==> config.mk <==
export PLATFORM = sky130hd
export DESIGN_NAME = lsu_unit_flat
export DESIGN_NICKNAME = d
export VERILOG_FILES = /design/src/rtl/lsu_pkg.sv /design/src/rtl/lsu_if.sv /design/src/rtl/lsu_align.sv /design/src/rtl/lsu_unit.sv /design/src/flat_wrapper.sv
export SDC_FILE = /design/constraint.sdc
export NUM_CORES = 1
export LEC_CHECK = 0
export ABC_AREA = 1
export CORE_MARGIN = 3
export CORE_UTILIZATION = 55
export DETAILED_ROUTE_END_ITERATION = 8
export DONT_BUFFER_PORTS = 1
export PLACE_DENSITY = 0.73
export SYNTH_ARGS = -nofsm -noshare
export SYNTH_HDL_FRONTEND = slang
export SYNTH_SLANG_ARGS = --single-unit
==> constraint.sdc <==
create_clock -name clk -period 1.4 [get_ports clk]
set_input_delay 0.14 -clock clk [delete_from_list [all_inputs] [get_ports clk]]
set_output_delay 0.14 -clock clk [all_outputs]
set_load 0.05 [all_outputs]
==> src/rtl/lsu_pkg.sv <==
// Shared types and lane helpers for the load/store unit.
// Size encodings, FSM states, byte-enable and load-extension functions.
package lsu_pkg;

    localparam logic [1:0] SZ_B = 2'b00;
    localparam logic [1:0] SZ_H = 2'b01;
    localparam logic [1:0] SZ_W = 2'b10;

    typedef enum logic [1:0] {
        ST_IDLE,
        ST_ACCESS,
        ST_RESP
    } state_t;

    // The reserved encoding behaves as a word access.
    function automatic logic [1:0] norm_size(input logic [1:0] sz);
        return (sz == 2'b11) ? SZ_W : sz;
    endfunction

    function automatic logic is_misaligned(input logic [1:0] sz,
                                           input logic [1:0] off);
        return (sz == SZ_H && off[0]) || (sz == SZ_W && off != 2'b00);
    endfunction

    function automatic logic [1:0] force_align(input logic [1:0] sz,
                                               input logic [1:0] off);
        logic [1:0] r;
        r = off;
        unique case (1'b1)
            sz == SZ_H: r = {off[1], 1'b0};
            sz == SZ_W: r = 2'b00;
            default:    r = off;
        endcase
        return r;
    endfunction

    function automatic logic [3:0] be_of(input logic [1:0] sz,
                                         input logic [1:0] off);
        logic [3:0] r;
        r = 4'b1111;
        unique case (1'b1)
            sz == SZ_B: r = 4'b0001 << off;
            sz == SZ_H: r = off[1] ? 4'b1100 : 4'b0011;
            default:    r = 4'b1111;
        endcase
        return r;
    endfunction

    function automatic logic [31:0] lane_data(input logic [1:0]  sz,
                                              input logic [31:0] d);
        logic [31:0] r;
        r = d;
        unique case (1'b1)
            sz == SZ_B: r = {4{d[7:0]}};
            sz == SZ_H: r = {2{d[15:0]}};
            default:    r = d;
        endcase
        return r;
    endfunction

    function automatic logic [31:0] ext_load(input logic [1:0]  sz,
                                             input logic        zext,
                                             input logic [1:0]  off,
                                             input logic [31:0] rd);
        logic [7:0]  b;
        logic [15:0] h;
        logic [31:0] r;
        b = 8'(rd >> {off, 3'b000});
        h = 16'(rd >> {off[1], 4'b0000});
        r = rd;
        unique case (1'b1)
            sz == SZ_B: r = zext ? {24'b0, b} : {{24{b[7]}}, b};
            sz == SZ_H: r = zext ? {16'b0, h} : {{16{h[15]}}, h};
            default:    r = rd;
        endcase
        return r;
    endfunction

endpackage

==> src/rtl/lsu_if.sv <==
// Datapath-side request/response bundle and data-memory bus.
// master = initiator of the transaction on each bundle.
interface lsu_req_if #(parameter int ADDR_W = 32);
    logic              req_valid;
    logic              req_ready;
    logic              req_we;
    logic [1:0]        req_size;
    logic              req_unsigned;
    logic [ADDR_W-1:0] req_addr;
    logic [31:0]       req_wdata;
    logic              stall;
    logic              resp_valid;
    logic              resp_err;
    logic [31:0]       resp_rdata;
    logic              misalign;

    modport master (
        output req_valid, req_we, req_size, req_unsigned, req_addr, req_wdata,
        input  req_ready, stall, resp_valid, resp_err, resp_rdata, misalign
    );
    modport slave (
        input  req_valid, req_we, req_size, req_unsigned, req_addr, req_wdata,
        output req_ready, stall, resp_valid, resp_err, resp_rdata, misalign
    );
endinterface

interface lsu_mem_if #(parameter int ADDR_W = 32);
    logic              mem_req;
    logic              mem_we;
    logic [ADDR_W-1:0] mem_addr;
    logic [3:0]        mem_be;
    logic [31:0]       mem_wdata;
    logic              mem_ack;
    logic [31:0]       mem_rdata;

    modport master (
        output mem_req, mem_we, mem_addr, mem_be, mem_wdata,
        input  mem_ack, mem_rdata
    );
    modport slave (
        input  mem_req, mem_we, mem_addr, mem_be, mem_wdata,
        output mem_ack, mem_rdata
    );
endinterface

==> src/rtl/lsu_align.sv <==
// Combinational lane steering: byte enables, replicated store data,
// and aligned/extended load data for writeback.
module lsu_align
    import lsu_pkg::*;
(
    input  logic [1:0]  size,
    input  logic        zext,
    input  logic        we,
    input  logic [1:0]  offset,
    input  logic [31:0] wdata,
    input  logic [31:0] rdata,
    output logic [3:0]  be,
    output logic [31:0] lane_wdata,
    output logic [31:0] load_data
);

    assign be         = we ? be_of(size, offset) : 4'b1111;
    assign lane_wdata = lane_data(size, wdata);
    assign load_data  = ext_load(size, zext, offset, rdata);

endmodule

==> src/rtl/lsu_unit.sv <==
// Single-outstanding load/store unit driving an ack-based data memory.
// Build option: MISALIGN_TRAP_EN traps misaligned half/word accesses.
module lsu_unit
    import lsu_pkg::*;
#(
    parameter int ADDR_W   = 32,
    parameter int MAX_WAIT = 255
) (
    input  logic      clk,
    input  logic      rst,
    lsu_req_if.slave  req,
    lsu_mem_if.master mem
);

    localparam int CW = $clog2(MAX_WAIT + 1);

    state_t            state, state_nx;
    logic [CW-1:0]     cnt, cnt_nx;
    logic              we_q, zext_q, err_q, mis_q;
    logic [1:0]        sz_q;
    logic [ADDR_W-1:0] addr_q;
    logic [31:0]       wdata_q, rdata_q;
    logic [1:0]        sz_in;
    logic              bad_in, last_wait;
    logic [3:0]        be;
    logic [31:0]       lane_wdata, load_data;

    assign sz_in     = norm_size(req.req_size);
    assign last_wait = (cnt == CW'(MAX_WAIT - 1));

`ifdef MISALIGN_TRAP_EN
    assign bad_in = is_misaligned(sz_in, req.req_addr[1:0]);
`else
    assign bad_in = 1'b0;
`endif

    lsu_align u_align (
        .size       (sz_q),
        .zext       (zext_q),
        .we         (we_q),
        .offset     (addr_q[1:0]),
        .wdata      (wdata_q),
        .rdata      (mem.mem_rdata),
        .be         (be),
        .lane_wdata (lane_wdata),
        .load_data  (load_data)
    );

    always_ff @(posedge clk) begin
        if (!rst) begin
            state   <= ST_IDLE;
            cnt     <= '0;
            we_q    <= 1'b0;
            zext_q  <= 1'b0;
            sz_q    <= SZ_B;
            addr_q  <= '0;
            wdata_q <= '0;
            err_q   <= 1'b0;
            mis_q   <= 1'b0;
            rdata_q <= '0;
        end else begin
            state <= state_nx;
            cnt   <= cnt_nx;
            if (state == ST_IDLE && req.req_valid) begin
                we_q    <= req.req_we;
                zext_q  <= req.req_unsigned;
                sz_q    <= sz_in;
                // Misaligned low bits are dropped when no trap is taken.
                addr_q  <= {req.req_addr[ADDR_W-1:2],
                            force_align(sz_in, req.req_addr[1:0])};
                wdata_q <= req.req_wdata;
                err_q   <= bad_in;
                mis_q   <= bad_in;
                rdata_q <= '0;
            end
            if (state == ST_ACCESS) begin
                if (mem.mem_ack) begin
                    err_q   <= 1'b0;
                    rdata_q <= we_q ? 32'h0 : load_data;
                end else if (last_wait) begin
                    err_q   <= 1'b1;
                    rdata_q <= '0;
                end
            end
        end
    end

    always_comb begin
        state_nx       = state;
        cnt_nx         = cnt;
        req.req_ready  = 1'b0;
        req.stall      = 1'b0;
        req.resp_valid = 1'b0;
        req.resp_err   = 1'b0;
        req.resp_rdata = '0;
        req.misalign   = 1'b0;
        mem.mem_req    = 1'b0;
        mem.mem_we     = 1'b0;
        mem.mem_addr   = '0;
        mem.mem_be     = '0;
        mem.mem_wdata  = '0;
        unique case (state)
            ST_IDLE: begin
                req.req_ready = 1'b1;
                req.stall     = req.req_valid;
                if (req.req_valid) begin
                    state_nx = bad_in ? ST_RESP : ST_ACCESS;
                    cnt_nx   = '0;
                end
            end
            ST_ACCESS: begin
                req.stall     = 1'b1;
                mem.mem_req   = 1'b1;
                mem.mem_we    = we_q;
                mem.mem_addr  = {addr_q[ADDR_W-1:2], 2'b00};
                mem.mem_be    = be;
                mem.mem_wdata = lane_wdata;
                // An ack on the final wait cycle still completes normally.
                if (mem.mem_ack || last_wait) begin
                    state_nx = ST_RESP;
                    cnt_nx   = '0;
                end else begin
                    cnt_nx = cnt + CW'(1);
                end
            end
            ST_RESP: begin
                req.resp_valid = 1'b1;
                req.resp_err   = err_q;
                req.resp_rdata = rdata_q;
                req.misalign   = mis_q;
                state_nx       = ST_IDLE;
            end
            default: state_nx = ST_IDLE;
        endcase
    end

endmodule

==> src/flat_wrapper.sv <==
// flat-port wrapper written by rule: the top's interface ports become plain ports
module lsu_unit_flat import lsu_pkg::*;
#(
    parameter int ADDR_W   = 32,
    parameter int MAX_WAIT = 255
)
  (clk, rst, req_req_valid, req_req_we, req_req_size, req_req_unsigned, req_req_addr, req_req_wdata, req_req_ready, req_stall, req_resp_valid, req_resp_err, req_resp_rdata, req_misalign, mem_mem_req, mem_mem_we, mem_mem_addr, mem_mem_be, mem_mem_wdata, mem_mem_ack, mem_mem_rdata);
  lsu_req_if #(.ADDR_W(ADDR_W)) req_i ();
  lsu_mem_if #(.ADDR_W(ADDR_W)) mem_i ();
  input  logic clk;
  input  logic rst;
  input wire logic [$bits(req_i.req_valid)-1:0] req_req_valid;
  input wire logic [$bits(req_i.req_we)-1:0] req_req_we;
  input wire logic [$bits(req_i.req_size)-1:0] req_req_size;
  input wire logic [$bits(req_i.req_unsigned)-1:0] req_req_unsigned;
  input wire logic [$bits(req_i.req_addr)-1:0] req_req_addr;
  input wire logic [$bits(req_i.req_wdata)-1:0] req_req_wdata;
  output wire logic [$bits(req_i.req_ready)-1:0] req_req_ready;
  output wire logic [$bits(req_i.stall)-1:0] req_stall;
  output wire logic [$bits(req_i.resp_valid)-1:0] req_resp_valid;
  output wire logic [$bits(req_i.resp_err)-1:0] req_resp_err;
  output wire logic [$bits(req_i.resp_rdata)-1:0] req_resp_rdata;
  output wire logic [$bits(req_i.misalign)-1:0] req_misalign;
  output wire logic [$bits(mem_i.mem_req)-1:0] mem_mem_req;
  output wire logic [$bits(mem_i.mem_we)-1:0] mem_mem_we;
  output wire logic [$bits(mem_i.mem_addr)-1:0] mem_mem_addr;
  output wire logic [$bits(mem_i.mem_be)-1:0] mem_mem_be;
  output wire logic [$bits(mem_i.mem_wdata)-1:0] mem_mem_wdata;
  input wire logic [$bits(mem_i.mem_ack)-1:0] mem_mem_ack;
  input wire logic [$bits(mem_i.mem_rdata)-1:0] mem_mem_rdata;
  assign req_i.req_valid = req_req_valid;
  assign req_i.req_we = req_req_we;
  assign req_i.req_size = req_req_size;
  assign req_i.req_unsigned = req_req_unsigned;
  assign req_i.req_addr = req_req_addr;
  assign req_i.req_wdata = req_req_wdata;
  assign req_req_ready = req_i.req_ready;
  assign req_stall = req_i.stall;
  assign req_resp_valid = req_i.resp_valid;
  assign req_resp_err = req_i.resp_err;
  assign req_resp_rdata = req_i.resp_rdata;
  assign req_misalign = req_i.misalign;
  assign mem_mem_req = mem_i.mem_req;
  assign mem_mem_we = mem_i.mem_we;
  assign mem_mem_addr = mem_i.mem_addr;
  assign mem_mem_be = mem_i.mem_be;
  assign mem_mem_wdata = mem_i.mem_wdata;
  assign mem_i.mem_ack = mem_mem_ack;
  assign mem_i.mem_rdata = mem_mem_rdata;
  lsu_unit #(.ADDR_W(ADDR_W), .MAX_WAIT(MAX_WAIT)) u_core (.clk(clk), .rst(rst), .req(req_i), .mem(mem_i));
endmodule
==> impl_metrics.toml, run 1 <==
[clock_network]
cts_post_setup_buffers_inserted = 19
ctsLongestPathBuffers = 2
cts_htree_levels = 3
clockRootBuffer = "clkbuf_8"
cts_resized = 201
cts_buffers = 9
hold_buffers = 15
clock_sinks = 111

[synth]
synth_top_area_cell = "dfxtp_1"
synth_area_um2 = 5752
yosysMostFrequentCell = "nor2_1"
syn_area_per_cell_um2 = 6.529
synth-main-ff-cell = "dfxtp_1"
synth_cell_type_count = 34
async_flop_share_pct = 0
synthTopCellsByCount = "nor2_1 (167), nand2_1 (146), inv_1 (119), dfxtp_1 (111), o21ai_0 (102)"
yosys-top-cells-area = "dfxtp_1 (39%), nor2_1 (11%), nand2_1 (9.5%)"
netlist.area_leader.share_pct = 38.63
ys_warn_count = 0
synth_cells = 881
synth_edf_count = 0
synth-seq-cells = 111
ys_seq_area_share_pct = 38.63

[placed_design]
dpl-instance-area_um2 = 9022
finalWeightedCongestion = 0.9628
dp_hpwl_um = 17020
portBuffers = 0

[floorplanning]
fp.dieW_um = 108.3
ios = 211
die_h_um = 108.3
num_rows = 36
start_util_pct = 57.78

[run_status]
status = "stopped before the end"
firstError = "[ERROR DPL-0038] Utilization greater than 100%, impossible to legalize"
failing_step = "clock tree synthesis"
==> cell families after synthesis <==
kind of cell | after synthesis | share of synthesized area, %
simple gates | 365 | 26.52
compound gates | 219 | 21.04
other cells | 1 | 0.06520
flops | 111 | 38.63
buf+inv | 183 | 13.31
fa+ha+maj | 2 | 0.4350
==> per-stage QoR <==
step	hold slack [ns]	instances	setup slack [ns]	setup TNS (ns)
2_1_floorplan	0.2749	883	-0.1131	-4.224
3_3_place_gp	0.2759	1109	-0.1120	-3.020
3_5_place_dp	0.2814	1109	-0.2202	-11.91
==> run 2, diff against run 1 <==
--- a/config.mk
+++ b/config.mk
@@ -7,10 +7,10 @@
 export LEC_CHECK = 0
 export ABC_AREA = 1
 export CORE_MARGIN = 3
-export CORE_UTILIZATION = 55
+export CORE_UTILIZATION = 40
 export DETAILED_ROUTE_END_ITERATION = 8
 export DONT_BUFFER_PORTS = 1
-export PLACE_DENSITY = 0.73
+export PLACE_DENSITY_LB_ADDON = 0.15
 export SYNTH_ARGS = -nofsm -noshare
 export SYNTH_HDL_FRONTEND = slang
 export SYNTH_SLANG_ARGS = --single-unit
==> constraint.sdc (replaced) <==
create_clock -name clk -period 1.8 [get_ports clk]
set_input_delay 0.18 -clock clk [delete_from_list [all_inputs] [get_ports clk]]
set_output_delay 0.18 -clock clk [all_outputs]
set_load 0.05 [all_outputs]
==> run 2 against run 1 <==
The flow now finishes, with violations (setup timing). Area after synthesis unchanged. Synthesized cell count unchanged.
==> impl_metrics.toml, run 2 <==
[grt]
grt_max_degree = 68
gr-total-overflow = 0
grt_usage_pct = 23.20
antenna_found_initial = 1
grt_pass1_vias = 5948
grt_pass1_wl_um = 30040

[clock_network]
ctsLongestPathBuffers = 2
insertion_delay_ns = 0.36
clockRootBuffer = "clkbuf_16"
cts.reportedPaths.clkPinSlew_ns = 0.08
cts_htree_levels = 3
cts_tree = "built"
cts_buffers = 9
clock_sinks = 111

[floorplanning]
core_um2 = 13990
ios = 211
die_h_um = 125.9
die-area_um2 = 15850
fp.dieW_um = 125.9
num_rows = 43
start_util_pct = 41.12

[cells_and_area]
nets = 1102
final_common_cell = "nand2_1"
fin_util_pct = 60.39
top_regs = "u_core.addr_q (32), u_core.rdata_q (32), u_core.wdata_q (32)"
syn_to_final_growth_pct = 46.88
final_cell_area_um2 = 8448
drive_gt1_share_pct = 25.57
fillers = 1281
final_cell_mix = "nand2_1 (146), inv_1 (115), nor2_1 (112)"

[synth]
synth_top_area_cell = "dfxtp_1"
ys_warn_count = 0
synth_area_um2 = 5752
yosys-top-cells-area = "dfxtp_1 (39%), nor2_1 (11%), nand2_1 (9.5%)"
synth-seq-cells = 111
yosysMostFrequentCell = "nor2_1"
netlist.area_leader.share_pct = 38.63
synth-main-ff-cell = "dfxtp_1"
synth_edf_count = 0
async_flop_share_pct = 0
ys_seq_area_share_pct = 38.63
synth_cell_type_count = 34
synth_cells = 881
syn_area_per_cell_um2 = 6.529
synthTopCellsByCount = "nor2_1 (167), nand2_1 (146), inv_1 (119), dfxtp_1 (111), o21ai_0 (102)"

[detailed_routing]
wl_um = 18950
drt-pass1-iter-count = 5
vias = 6111
drc = 0
wl_per_cell_um = 16.03
vias_per_cell = 5.170
detail-route-antenna-nets = 0
drt_iter0_drc = 353

[pwr]
swShare_pct = 32.95
p_comb_share_pct = 25.0
p_switching_mw = 2.136
internal-power_mw = 4.347
pwr-share-clk_pct = 33.3
power_frac_seq_pct = 41.7
vdd_drop_max_uv = 491.2
power_density_nw_per_um2 = 767.4
p_leak_nw = 3.456

[placed_design]
finalWeightedCongestion = 0.9424
portBuffers = 0
post-place-ws_ns = 0.1620
dp_hpwl_um = 13600
dpl-instance-area_um2 = 7400

[critical_path]
crit_buf_inv = 4
slowest_delay_ns = 0.35
crit_chain = "inv_2 > nor2_4 > clkinv_4 > buf_12 > nor2_1 > buf_6"
cp-end-kind = "primary output"
cp_top_family = "buffers and inverters"
crit_slowest_cell = "dfxtp_2"
crit_type = "flop to primary output"
arrival_ns = 1.64
critPathMaxFanout = 22
cp.required_ns = 1.62
start_kind = "flop"

[run_status]
violations = "setup timing"
status = "complete, but fails checks"

[sta]
setup_violations = 4
timing.final.crit_share_pct = 101.0
fmax_mhz = 550.2
relSlewSlack_pct = 51.96
setup_tns_ns = -0.02803
fin_worst_skew_ns = 0.01010
hold_viol_final = 0
tightest_slew_ns = 0.7024
period_needed_ns = 1.817
rsz0062_at_grt = "true"
setup_slack_ns = -0.01745
slew_viol_final = 0

[min_path]
hold_path_class = "input pin to flop"

[flow_run]
drv_cap = 0
[run 2: layout make-up]
class	count	area (um^2)	share of cell area [%]
diodes	1	2.502	0.02962
repair buffers	159	2028	24.01
clock buffers	11	252.7	2.992
flip-flops and latches	111	2226	26.35
well taps	180	225.2	2.666
clock inverters	5	70.07	0.8294
multi-input cells	589	3157	37.37
inverters	126	486.7	5.761
[run 2: cell families after synthesis]
kind of cell / after synthesis / share of synthesized area (%)
AO/OA/AOI/OAI: 219 / 21.04
other: 1 / 0.06520
AND/OR/NAND/NOR: 365 / 26.52
adder cells (fa/ha/maj): 2 / 0.4350
buffers and inverters: 183 / 13.31
flip-flops: 111 / 38.63
[run 2: final timing paths]
| path | startpoint | end | slack, ns | cells past startpoint |
|---|---|---|---|---|
| hold / removal | req_req_addr[31] | u_core.addr_q[31]$_SDFFE_PN0P_ | 0.02 | 2 |
| hold reg to reg | u_core.rdata_q[26]$_SDFF_PN0_ | u_core.rdata_q[26]$_SDFF_PN0_ | 0.45 | 2 |
| setup reg to reg | u_core.state[0]$_SDFFE_PN0P_ | u_core.rdata_q[30]$_SDFF_PN0_ | 0.08 | 8 |
| setup / recovery | u_core.state[0]$_SDFFE_PN0P_ | mem_mem_addr[30] | -0.02 | 6 |
[run 2: per-stage QoR]
| step | cells | total power, mW | hold slack, ns |
|---|---|---|---|
| 3_3_place_gp | 1126 | 4.139 | 0.3173 |
| 6_report | 1182 | 6.483 | 0.01894 |
| 4_1_cts | 1177 | 6.442 | 0.007377 |
| 5_1_grt | 1182 | 6.754 | 0.02538 |
| 3_5_place_dp | 1126 | 4.159 | 0.3179 |
| 2_1_floorplan | 883 | 3.763 | 0.3149 |
[run 2: repair_timing]
| item | CTS | global route |
|---|---|---|
| endpoints found under the hold margin | 69 | 0 |
| gates cloned | 2 | 0 |
| gates resized for setup | 56 | 55 |
| hold buffers | 28 | 0 |
| setup endpoints to repair | 79 | 78 |
| setup buffers | 5 | 4 |
| pin swaps | 7 | 9 |
[run 2: power groups by stage]
| stage | Clock (mW) | Sequential [mW] | Combinational [mW] |
|---|---|---|---|
| floorplan | 0 | 2.72 | 1.04 |
| global placement | 0 | 2.75 | 1.39 |
| detailed placement | 0 | 2.75 | 1.41 |
| CTS | 2.20 | 2.70 | 1.54 |
| global route | 2.28 | 2.72 | 1.75 |
| finish | 2.16 | 2.70 | 1.62 |
[run 2: metal layers]
metal,track usage [%],up-vias,share of wire [%]
li1,-,3042,-
met3,5.980,41,7.5
met5,0,-,0
met4,11.42,0,3.9
met1,28.28,2798,41
met2,38.09,230,48
(Power assumes the default switching activity.)
